File: config.mk
export PLATFORM = sky130hd
export DESIGN_NAME = fixed_alu_driver
export DESIGN_NICKNAME = d
export VERILOG_FILES = /design/src/rtl/fixed_alu_driver.sv
export SDC_FILE = /design/constraint.sdc
export NUM_CORES = 1
export LEC_CHECK = 0
export BUFFER_PORTS_ARGS = -buffer_cell sky130_fd_sc_hd__buf_2
export CAP_MARGIN = 20
export CORE_AREA = 4 4 143 145
export DETAILED_ROUTE_END_ITERATION = 7
export DIE_AREA = 0 0 147 149
export PLACE_DENSITY = 0.68
export SYNTH_ARGS = -nofsm -noshare
export SYNTH_HDL_FRONTEND = slang
export SYNTH_SLANG_ARGS = --single-unit
File: constraint.sdc
create_clock -name clk -period 4.4 [get_ports clk]
set_input_delay 0.88 -clock clk [delete_from_list [all_inputs] [get_ports clk]]
set_output_delay 0.88 -clock clk [all_outputs]
set_load 0.03 [all_outputs]
File: src/rtl/fixed_alu_driver.sv
// fixed_alu_driver: command-side initiator for the fixed-point ALU
// start/done handshake, with a running Q18.14 accumulator.
module fixed_alu_driver #(
  parameter int TIMEOUT_CYCLES = 15
) (
  input  logic        clk,
  input  logic        reset,
  input  logic        cmd_valid,
  output logic        cmd_ready,
  input  logic [3:0]  cmd_op,
  input  logic [31:0] cmd_a,
  input  logic [31:0] cmd_b,
  input  logic        cmd_use_acc,
  input  logic        acc_clear,
  output logic        alu_start,
  output logic [3:0]  alu_op,
  output logic [31:0] alu_a,
  output logic [31:0] alu_b,
  input  logic [31:0] alu_result,
  input  logic        alu_done,
  input  logic        alu_overflow,
  input  logic        alu_underflow,
  input  logic        alu_div_by_zero,
  output logic        rsp_valid,
  input  logic        rsp_ready,
  output logic [31:0] rsp_result,
  output logic [3:0]  rsp_flags,
  output logic [31:0] acc,
  output logic        busy
);

  localparam int CL = $clog2(TIMEOUT_CYCLES + 1);
  localparam int CW = (CL > 5) ? CL : 5;

  localparam logic [1:0] S_IDLE  = 2'd0;
  localparam logic [1:0] S_ISSUE = 2'd1;
  localparam logic [1:0] S_WAIT  = 2'd2;
  localparam logic [1:0] S_RESP  = 2'd3;

  logic [1:0]    state;
  logic [1:0]    state_nx;
  logic [CW-1:0] cnt;
  logic          accept;
  logic          capture;
  logic          expire;

  assign accept  = (state == S_IDLE) && cmd_valid;
  assign capture = (state == S_WAIT) && alu_done;
  // cnt holds the WAIT cycles already spent before this one
  assign expire  = (state == S_WAIT) && !alu_done &&
                   (cnt == CW'(TIMEOUT_CYCLES - 1));

  always_comb begin
    state_nx = state;
    unique case (state)
      S_IDLE:  if (cmd_valid) state_nx = S_ISSUE;
      S_ISSUE: state_nx = S_WAIT;
      S_WAIT:  if (capture || expire) state_nx = S_RESP;
      S_RESP:  if (rsp_ready) state_nx = S_IDLE;
      default: state_nx = S_IDLE;
    endcase
  end

  always_ff @(posedge clk or posedge reset) begin
    if (reset) begin
      state <= S_IDLE;
    end else begin
      state <= state_nx;
    end
  end

  always_ff @(posedge clk or posedge reset) begin
    if (reset) begin
      cnt <= '0;
    end else if (state == S_ISSUE) begin
      cnt <= '0;
    end else if (state == S_WAIT) begin
      cnt <= cnt + CW'(1);
    end
  end

  // operands stay put until the next accept so the
  // combinational div_by_zero is valid on the done cycle
  always_ff @(posedge clk or posedge reset) begin
    if (reset) begin
      alu_op <= '0;
      alu_a  <= '0;
      alu_b  <= '0;
    end else if (accept) begin
      alu_op <= cmd_op;
      alu_a  <= cmd_use_acc ? acc : cmd_a;
      alu_b  <= cmd_b;
    end
  end

  always_ff @(posedge clk or posedge reset) begin
    if (reset) begin
      rsp_result <= '0;
      rsp_flags  <= '0;
    end else if (capture) begin
      rsp_result <= alu_result;
      rsp_flags  <= {1'b0, alu_div_by_zero,
                     alu_underflow, alu_overflow};
    end else if (expire) begin
      rsp_result <= '0;
      rsp_flags  <= 4'b1000;
    end
  end

  always_ff @(posedge clk or posedge reset) begin
    if (reset) begin
      acc <= '0;
    end else if (acc_clear) begin
      acc <= '0;
    end else if (capture && !alu_div_by_zero) begin
      acc <= alu_result;
    end
  end

  assign cmd_ready = (state == S_IDLE);
  assign alu_start = (state == S_ISSUE);
  assign rsp_valid = (state == S_RESP);
  assign busy      = (state != S_IDLE);

endmodule

# Word-level counts from Yosys, hierarchy flattened
# Cells that the tools add are included.
[word_totals]
regBits = 143
latch_bits = 0
ram_bits = 0
romBits = 0
in_bits = 110
out_inout_bits = 140
word_cells = 43
n_memories = 0
[op_classes]
addsub = 1
multipliers = 0
div = 0
n_lt_le_gt_ge = 0
eq_ne = 7
shifts = 0
n_mux = 13
bitwise_logic = 0
n_reduce_logical = 14
[op_table]
columns = ["op", "n"]
rows = [
  ["32-bit 2-to-1 mux", 5],
  ["5-bit 2-to-1 mux", 2],
  ["4-bit 2-to-1 mux", 2],
  ["2-bit case mux with 4 select lines", 1],
  ["2-bit nonzero test", 4],
  ["2-bit 2-to-1 mux", 3],
  ["5-bit by 1-bit adder with 5-bit output (second input constant)", 1],
  ["5-bit by 4-bit == test with 1-bit output (second input constant)", 1],
  ["1-bit logical AND", 5],
  ["2-bit == test (second input constant)", 2],
  ["2-bit inequality test (second input constant)", 2],
  ["3-bit AND reduction", 1],
  ["2-bit by 1-bit == test with 1-bit output (second input constant)", 1],
  ["1-bit logical NOT", 2],
  ["2-bit logical NOT", 1],
  ["2-bit by 1-bit inequality test with 1-bit output (second input constant)", 1],
  ["1-bit logical OR", 1],
]

# Depth between registers and ports, before layout
[depth]
ltp_word = 6
depth_mapped = 8
depth_no_buf = 5

# Worst setup path before layout
# Ideal clock, no wire load.
[synth_path]
kind = "register to output"
startpoint = "reg state[0]"
endpoint = "out busy"
t_arrival_ps = 1097
t_required_ps = 3520
setup_slack_ps = 2423
path_stages_with_launch = 4
path_buffers = 0
cell_sequence = "dfrtp_1 inv_1 ha_1 inv_1"
[synth_between]
elab_chain_len = 1
[synth_rtl]
columns = ["element", "line_no", "source"]
rows = [
  ["from (decl)", "40", "logic [1:0] state;"],
  ["from (signal assigned)", "68", "state <= state_nx;"],
  ["2-bit nonzero test", "123", "assign busy = (state != S_IDLE);"],
  ["to (decl)", "29", "output logic busy"],
]
# Every way passes these cells.

# Worst setup path in the final report
[layout_path]
startpoint = "reg state[1]"
endpoint = "out cmd_ready"
[layout_between]
elab_chain_len = 1
[layout_rtl]
columns = ["element", "line_no", "source"]
rows = [
  ["2-bit logical NOT", "120", "assign cmd_ready = (state == S_IDLE);"],
  ["to (decl)", "9", "output logic cmd_ready,"],
]
# Every way passes these cells.

==> results by group <==
Status
  • Status: complete, no violations

Power
  • Flop pwr share: 0.342
  • Leakage: around 4 nW
  • Worst VDD drop: 0.000388 V
  • Switching share of power: 0.425
  • Pwr dens: a little under 800 nW/um^2
  • Part of the power in the clock network: 0.230
  • Int Power: roughly 3.5 mW
  • Comb power frac: 0.427
  • Total net switching power: 2.63 mW

Synthesis
  • Cells after synthesis: between 400 and 500
  • Synth Register Bits: 143
  • Seq/Total Area, Yosys: 0.613
  • Prevailing post-synth register cell: dfrtp_1
  • Area share of the largest cell type after synthesis: 0.613
  • Synth warn: 0
  • EDFF count, synth: 0
  • Synth Net Count: 601
  • Post-synth top area cell: dfrtp_1
  • Synth top cells by count: dfrtp_1 (143), nand2_1 (99), mux2_2 (37), mux2i_1 (35), o21ai_0 (35)
  • Syn Area/Cell: 12.1 sq um
  • Post-synth cell types: 28
  • Synth async-reset ratio: 1.00
  • Ranking of synthesized cells by area: dfrtp_1 (61%), mux2_2 (7.1%), nand2_1 (6.4%)
  • Cell area after synthesis: about 5800 sq um
  • Most common cell in the netlist: dfrtp_1

Global routing
  • Maximum number of pins on one net before global-route repair: 87
  • Initial antenna violation count: 0
  • Global-route wire length before repair: 25.7 mm
  • Total track usage: 0.147
  • Vias in the first global route: 4744
  • Gr ovfl total: 0

Routing
  • DRC Markers: 0
  • Final ANT Viol Nets: 0
  • WL met2: 7.54 mm
  • WL final: 16.3 mm
  • Wire length on met3: 1.16 mm
  • Top routing layer used: met4
  • Wire length per cell: 16.3 um
  • 1st-iter DRT viols: 124
  • Metal-1 WL: roughly 7.3 mm
  • Vias per inst: 4.55
  • Vias: 4568
  • DRT Pass-1 Iters: 4

Floorplan
  • Die Y: around 150 um
  • Io pins: 250
  • Starting density of the core: 0.304
  • Die area: 21900 sq um
  • FP Rows: 51
  • Core area: ~19000 sq um
  • DIE WIDTH: between 100 and 150 um

STA
  • Actual slew at the worst max-slew pin: 1.03 ns
  • Max-slew headroom: 0.314
  • Fmax achieved: 0.427 GHz
  • Max Clock Skew: a little over 0.01 ns
  • Max-slew violation count: 0
  • Period utilization: 0.532
  • Fin. Hold Viols: 0
  • Final setup margin: 2.06 ns
  • Final min period: 2.34 ns
  • Finish-stage setup viols: 0
  • RSZ-0062 raised after global routing: false
  • Setup TNS: 0 ns

Finish
  • Share of post-route cells with drive strength above 1: 0.440
  • Final #Nets: 843
  • Area growth, synth to finish: 34.6%
  • N_diodes: 0

Worst setup path
  • Crit path required time: 3.52 ns
  • Crit path max fanout: 4
  • WS Path Type: register to output pin
  • WP data arrival: 1.46 ns
  • CP Launch Type: register
  • Critical path capture point type: output pin
  • Critical path cell sequence: inv_1 > ha_1 > buf_2
  • Max incr delay on CP: around 0.40 ns
  • Worst path slowest cell: dfrtp_1

Job
  • Max cap viols: 0

Clocking
  • Num CTS Buffers: 17
  • Clock Tree Root: clkbuf_16
  • H-tree depth: 4
  • Number of gates resized after CTS: 0
  • Clock sinks: 143
  • Setup Buffers After CTS: 0
  • Hold Buf Count CTS: 0
  • Clock Tree Buf Depth: 2
  • CTS tree: built
  • Skew-Pair Late Insertion Delay: between 0.4 and 0.5 ns
  • Clk pin slew, worst setup/hold paths: about 0.06 ns

Worst hold path
  • Hold Path Class: register to register

Place
  • GPL Wtd Cong: 0.809
  • Place WS: 2.02 ns
  • IO buf count: 249
  • DP Wirelength: 11.7 mm
==> kinds of logic (layout without fill, tap and decap cells) <==
group,after synthesis,in the layout,synth area share
AO/OA/AOI/OAI,110,110,0.122
adder cells (fa/ha/maj),7,7,0.0150
buffers and inverters,39,294,0.0399
flip-flops,143,143,0.613
multiplexers,72,72,0.131
AND/OR/NAND/NOR,113,113,0.0793
==> stage by stage <==
| stage | instances | hold WS, ns | cell area (sq um) | power (mW) | utilization |
|---|---|---|---|---|---|
| floorplan | 484 | 0.439 | 5840 | 3.99 | - |
| global placement | 972 | 0.457 | 7280 | 4.75 | 0.379 |
| detailed placement | 972 | 0.465 | 7280 | 4.81 | 0.379 |
| CTS | 1004 | 0.479 | 7860 | 6.26 | 0.409 |
| global route | 1004 | 0.494 | 7860 | 6.54 | 0.409 |
| finish | 1004 | 0.469 | 7860 | 6.18 | 0.409 |
==> critical path, delay by kind of cell, from the launching register on <==
family | cells | cell delay [ns]
DFF | 1 | 0.40
buffers and inverters | 2 | 0.36
adders and majority gates | 1 | 0.29
==> metal layers <==
metal / track usage / vias up
met5: 0 / -
met4: 0.0503 / 0
met3: 0.0489 / 21
met2: 0.235 / 166
met1: 0.190 / 2217
li1: - / 2164
==> power groups by stage <==
stage	clock network, mW	logic, mW	registers, mW
final	1.42	2.64	2.11
after global routing	1.53	2.83	2.19
after CTS	1.46	2.68	2.12
after detailed placement	0	2.67	2.14
after global placement	0	2.62	2.13
after floorplan	0	0.903	3.09
==> final timing paths <==
kind	start	end	slack [ns]	cells past startpoint
min in group asynchronous	reset	alu_a[24]	0.58	3
min reg2reg	alu_a[27]	alu_a[27]	0.47	2
max in group asynchronous	reset	rsp_result[30]	2.98	3
min	alu_a[27]	alu_a[27]	0.47	2
max	state[1]	cmd_ready	2.06	3
max reg2reg	state[0]	rsp_flags[2]	2.16	5
==> layout by cell type (no fill, tap or decap), types with 2 or more instances in the layout <==
cell type	Yosys	routed
dfrtp_1	143	143
nand2_1	99	98
nand2b_1	4	4
mux2i_1	35	35
clkbuf_16	0	17
a22o_1	34	34
inv_1	7	6
mux2_2	37	37
buf_2	12	249
ha_1	7	7
clkbuf_8	0	5
a21oi_1	33	33
buf_4	3	5
inv_6	0	2
nand3_1	3	3
o21ai_0	35	35
clkinvlp_4	0	4
nor2_1	2	2
clkbuf_1	9	3
o31ai_1	2	2
==> flip-flops by register name, indices dropped and copies added (netlist names) <==
| signal | count |
|---|---|
| acc | 32 |
| rsp_flags | 4 |
| cnt | 5 |
| alu_a | 32 |
| rsp_result | 32 |
| alu_b | 32 |
| alu_op | 4 |
| state | 2 |
==> cell type report <==
type,instances,area (sq um)
well taps,265,332
clock buffers,25,505
repair buffers,255,1300
fillers,1872,11300
multi-input cells,302,2030
clock inverters,7,75.1
flip-flops and latches,143,3580
inverters,7,30.0
Note: power is estimated with default switching activity, not from simulation.
